### config.mk
export PLATFORM = sky130hd
export DESIGN_NAME = cdb_broadcast_arbiter
export DESIGN_NICKNAME = d
export VERILOG_FILES = /design/src/rtl/cdb_broadcast_arbiter.sv
export SDC_FILE = /design/constraint.sdc
export NUM_CORES = 1
export LEC_CHECK = 0
export CORE_UTILIZATION = 56
export CTS_CLUSTER_SIZE = 24
export DETAILED_ROUTE_END_ITERATION = 6
export PLACE_DENSITY = 0.92
export SLEW_MARGIN = 10
export SYNTH_ARGS = -nofsm -noshare
export SYNTH_HDL_FRONTEND = slang
export SYNTH_SLANG_ARGS = --single-unit
export TNS_END_PERCENT = 1
### constraint.sdc
create_clock -name clk -period 4.1 [get_ports clk]
set_input_delay 1.025 -clock clk [delete_from_list [all_inputs] [get_ports clk]]
set_output_delay 1.025 -clock clk [all_outputs]
set_load 0.05 [all_outputs]
### src/rtl/cdb_broadcast_arbiter.sv
// CDB producer: buffers completed FU results per source and broadcasts up to two
// per cycle, round-robin across sources, onto a registered two-slot bus.
module cdb_broadcast_arbiter #(
  parameter int NUM_SRC = 4,
  parameter int DEPTH   = 2,
  parameter int TAG_W   = 4,
  parameter int DATA_W  = 16
) (
  input  logic                          clk,
  input  logic                          rst_n,
  input  logic [NUM_SRC-1:0]            src_valid,
  output logic [NUM_SRC-1:0]            src_ready,
  input  logic [NUM_SRC*TAG_W-1:0]      src_tag,
  input  logic [NUM_SRC*DATA_W-1:0]     src_data,
  input  logic                          flush,
  output logic [2*(1+TAG_W+DATA_W)-1:0] CDBData,
  output logic [1:0]                    cdb_count,
  output logic                          err_tag0
);

  localparam int IDX_W  = (NUM_SRC > 1) ? $clog2(NUM_SRC) : 1;
  localparam int PTR_W  = (DEPTH > 1) ? $clog2(DEPTH) : 1;
  localparam int CNT_W  = $clog2(DEPTH + 1);
  localparam int SLOT_W = 1 + TAG_W + DATA_W;

  typedef struct packed {
    logic [TAG_W-1:0]  tag;
    logic [DATA_W-1:0] data;
  } entry_t;

  entry_t           mem    [NUM_SRC][DEPTH];
  logic [PTR_W-1:0] rd_ptr [NUM_SRC];
  logic [PTR_W-1:0] wr_ptr [NUM_SRC];
  logic [CNT_W-1:0] count  [NUM_SRC];
  logic [IDX_W-1:0] rr_ptr;

  logic [NUM_SRC-1:0] nonempty, accept, push, pop;
  logic               tag0_hit;
  logic               g0_vld, g1_vld;
  logic [IDX_W-1:0]   g0_idx, g1_idx, last_idx, rr_next;
  entry_t             head0, head1;
  logic [SLOT_W-1:0]  slot0, slot1;

  // Tag-0 beats complete the handshake but are dropped instead of enqueued.
  always_comb begin
    for (int i = 0; i < NUM_SRC; i++) begin
      nonempty[i]  = (count[i] != '0);
      src_ready[i] = (count[i] < CNT_W'(DEPTH)) && !flush;
      accept[i]    = src_valid[i] && src_ready[i];
      push[i]      = accept[i] && (src_tag[i*TAG_W +: TAG_W] != '0);
    end
    tag0_hit = |(accept & ~push);
  end

  // NOTE: every signal gets a default at the top of the block so no path
  // through the scan can leave one unassigned and infer a latch.
  always_comb begin
    int s;
    s      = 0;
    g0_vld = 1'b0;
    g1_vld = 1'b0;
    g0_idx = '0;
    g1_idx = '0;
    pop    = '0;
    for (int k = 0; k < NUM_SRC; k++) begin
      s = int'(rr_ptr) + k;
      if (s >= NUM_SRC) s = s - NUM_SRC;
      if (nonempty[s]) begin
        if (!g0_vld) begin
          g0_vld = 1'b1;
          g0_idx = IDX_W'(s);
        end else if (!g1_vld) begin
          g1_vld = 1'b1;
          g1_idx = IDX_W'(s);
        end
      end
    end
    if (g0_vld) pop[g0_idx] = 1'b1;
    if (g1_vld) pop[g1_idx] = 1'b1;
  end

  assign head0    = mem[g0_idx][rd_ptr[g0_idx]];
  assign head1    = mem[g1_idx][rd_ptr[g1_idx]];
  assign slot0    = g0_vld ? {1'b1, head0} : '0;
  assign slot1    = g1_vld ? {1'b1, head1} : '0;
  assign last_idx = g1_vld ? g1_idx : g0_idx;
  assign rr_next  = (int'(last_idx) == NUM_SRC - 1) ? '0 : last_idx + IDX_W'(1);

  // NOTE: the result storage is deliberately left out of reset; the pointers
  // and counts define what is valid, so clearing the array buys nothing.
  always_ff @(posedge clk) begin
    for (int i = 0; i < NUM_SRC; i++) begin
      if (push[i]) mem[i][wr_ptr[i]] <= {src_tag[i*TAG_W +: TAG_W], src_data[i*DATA_W +: DATA_W]};
    end
  end

  // NOTE: sequential state uses non-blocking assignments so every register
  // samples the pre-edge values regardless of statement order.
  always_ff @(posedge clk or negedge rst_n) begin
    if (!rst_n) begin
      for (int i = 0; i < NUM_SRC; i++) begin
        rd_ptr[i] <= '0;
        wr_ptr[i] <= '0;
        count[i]  <= '0;
      end
      rr_ptr    <= '0;
      CDBData   <= '0;
      cdb_count <= '0;
      err_tag0  <= 1'b0;
    end else begin
      if (tag0_hit) err_tag0 <= 1'b1;
      if (flush) begin
        for (int i = 0; i < NUM_SRC; i++) begin
          rd_ptr[i] <= '0;
          wr_ptr[i] <= '0;
          count[i]  <= '0;
        end
        rr_ptr    <= '0;
        CDBData   <= '0;
        cdb_count <= '0;
      end else begin
        for (int i = 0; i < NUM_SRC; i++) begin
          if (push[i]) wr_ptr[i] <= wr_ptr[i] + PTR_W'(1);
          if (pop[i])  rd_ptr[i] <= rd_ptr[i] + PTR_W'(1);
          count[i] <= count[i] + CNT_W'(push[i]) - CNT_W'(pop[i]);
        end
        if (g0_vld) rr_ptr <= rr_next;
        CDBData   <= {slot1, slot0};
        cdb_count <= {1'b0, g0_vld} + {1'b0, g1_vld};
      end
    end
  end

endmodule

==> run metrics <==
outcome finished with violations; failing checks design-rule violations; die area around 0.019 mm2; Synth Area in Simple Gates 18.7%; ys async rst share between 20 and 30%; Yosys warnings 0; grt ovf 0; Avg Inst Size Synth between 10 and 15 um2; largest family of logic cells by synthesized area simple AND/OR/NAND/NOR gates; Tot GR Track Use 34.6%; DR pass1 iterations 7; combinational group share of total power about three fifths; RR Startpoint count[2]; DRT Wirelength between 30 and 40 mm; # nets final approximately 1,200; WP data required between 4 and 5 ns; Layout Cells excl Fill 1,356; Rel. slew slack 34.8%; Synth cell types 50; DR WL/cell roughly 24 um; Vias/cell 6.73; XOR/XNOR Fraction of Synth Area around 1.5%; Final min period 3.54 ns; Final WS setup 0.563 ns; worst-case clock skew 0.0233 ns; EDFF count, synth between 150 and 200; FP Rows between 40 and 50; H-tree Lvls 1; Most used DFF post-synth edfxtp_1; Critical Path Sink Type register; worst-skew pair later-pin latency 0.53 ns; clk buf depth 3; unrepaired setup endpoints after global routing no; Max Slew Vio Count 0; Initial Util slightly below 60%; overall power around 13 mW; vias in the first global route roughly 9,100; final setup violation count 0; clock group share of total power approximately 18%; most common cell after layout, fill and taps aside nand2_1; switching power share of the total between 40% and 50%; final non-filler cell area ~0.013 mm2; antenna violations before repair 0; Placed Cells ~1,300; sw power approximately 6 mW; Reg power frac 23.0%; GR Util met1 a little over two fifths; Max-cap violations 0; met3 usage around 7%; CTS tree built; Seq cells post-synth 223; layout cells sized above 1 between 10% and 20%; I/O pin total between 100 and 150; postcts setup bufs 0; sequential share of the synthesized area slightly above 60%; core area between 0.015 and 0.02 mm2; DP Wirelength approximately 20 mm; Routed Antenna Nets 0; synthesized area ~0.010 mm2; Syn Inst Count slightly below 1,000; Antenna diodes 0; mux contribution to synthesized area 0.827%; Slew @ Worst Pin 0.978 ns; GP Congestion ~0.9; WP data arrival around 4 ns; Setup Crit Path Kind register to register; die width about 140 um; Syn Nets about 1,100; first-pass GRT wire length approximately 50 mm; Reg-to-Reg End CDBData[0]; r2r worst-path depth 9; M2 GR Usage 55.6%; Setup crit start kind register; Clock transition at path regs ~0.07 ns; Placed Instance Area roughly 0.012 mm2; largest net degree at the start of global routing roughly 80; worst min path class input pin to async pin; period utilization between 80% and 90%; Highest Clock Rate between 200 and 300 MHz; Max rail drop VDD 0.763 mV; most frequent cells in the layout nand2_1, edfxtp_1, clkdlybuf4s50_1; Pint 6.62 mW; Pwr Density a little under 1000 mW/mm2; dpl ws 0.646 ns; Vias 9,131; complex-gate fraction of the synthesized area a little over an eighth; CTS resizes 0; Layout area overhead 24.4%; Reg2Reg Setup Slack 0.56 ns; adder and majority gate portion of the synthesized area about 1.3%; worst-path fanout max 20; CTS root buf clkbuf_16; total CTS buffers 23; Initial DRC Count between 1,500 and 2,000; total leakage power 4.96 nW; die height around 140 um; Fin. Hold Viols 0; Hold-fix buffers, CTS 0; input/output buffers between 100 and 150; Fillers 1,109; CTS sink cnt about 220; setup TNS 0 ns; drt drc 8; busiest layer in global routing met2
==> critical path: stages, from the launching register on <==
cell,delay (ns)
dfrtp_1,0.44
or2_0,0.42
a211oi_1,0.31
a21oi_1,0.09
ha_1,0.21
or3_1,0.41
and3_2,0.32
mux2_2,0.69
nand3_1,0.21
a21oi_1,0.30
==> registers in the layout, summed over array words and instances, names as in the netlist <==
| signal | cells |
|---|---|
| cdb_count | 2 |
| mem | 160 |
| rd_ptr | 4 |
| rr_ptr | 2 |
| err_tag0 | 1 |
| count | 8 |
| wr_ptr | 4 |
| CDBData | 42 |
==> worst max path at each step <==
stage,from,end,slack [ns],cells after the start
finish,count[2],CDBData[0],0.56,9
global route,count[2],count[6],0.37,12
CTS,count[2],count[5],0.61,13
detailed placement,count[2],count[5],0.65,13
global placement,count[2],count[5],0.73,13
floorplan,flush,mem[0][0],0.55,4
==> logic make-up after synthesis <==
group	Yosys count
xor+xnor	18
mux	8
buf+inv	86
compound gates	199
simple gates	448
flops	223
fa+ha+maj	11
==> area by class of cell <==
| class | count | area, um2 | area share [%] |
|---|---|---|---|
| clock buffer | 27 | 601 | 4.63 |
| clock inverter | 15 | 224 | 1.72 |
| inverter | 11 | 41.3 | 0.318 |
| multi-input combinational | 684 | 3760 | 29.0 |
| sequential | 223 | 6380 | 49.1 |
| tap | 229 | 287 | 2.21 |
| timing repair buffer | 167 | 1690 | 13.0 |
==> Yosys cell counts (3+ instances only) <==
cell / count / area (um2)
a21oi_1: 109 / 546
a22o_1: 40 / 350
a31oi_1: 4 / 25.0
buf_1: 4 / 15.0
buf_2: 14 / 70.1
clkbuf_1: 54 / 203
dfrtp_1: 63 / 1580
edfxtp_1: 160 / 4800
ha_1: 11 / 138
inv_1: 11 / 41.3
mux2i_1: 6 / 60.1
nand2_1: 245 / 920
nand2b_1: 3 / 18.8
nand3_1: 126 / 631
nand3b_1: 4 / 30.0
nand4_1: 4 / 25.0
nor2_1: 37 / 139
nor2b_1: 6 / 37.5
nor3_1: 4 / 20.0
nor4_1: 4 / 25.0
o21ai_0: 6 / 30.0
o21ai_1: 3 / 15.0
o22ai_1: 4 / 25.0
o22ai_2: 20 / 250
or3_1: 3 / 18.8
xnor2_1: 14 / 123
xor2_1: 4 / 35.0
==> metrics by stage <==
step	hold WS [ns]	utilization [%]
floorplan	0.530	-
global placement	0.519	67.2
detailed placement	0.500	67.2
CTS	0.514	71.8
global route	0.525	71.8
finish	0.508	71.8
==> power groups by stage <==
stage	Clock, mW	Combinational (mW)	Sequential (mW)
floorplan	0	4.70	3.29
global placement	0	6.78	2.93
detailed placement	0	7.00	2.94
CTS	2.28	7.19	2.91
global route	2.37	7.88	2.93
finish	2.29	7.44	2.91
==> metal layers <==
metal	up-vias	part of all wire, %
met3	210	13
li1	3784	-
met1	4221	33
met5	-	0
met2	916	47
met4	0	6.6
No activity file was read; power rests on OpenSTA's default activity.
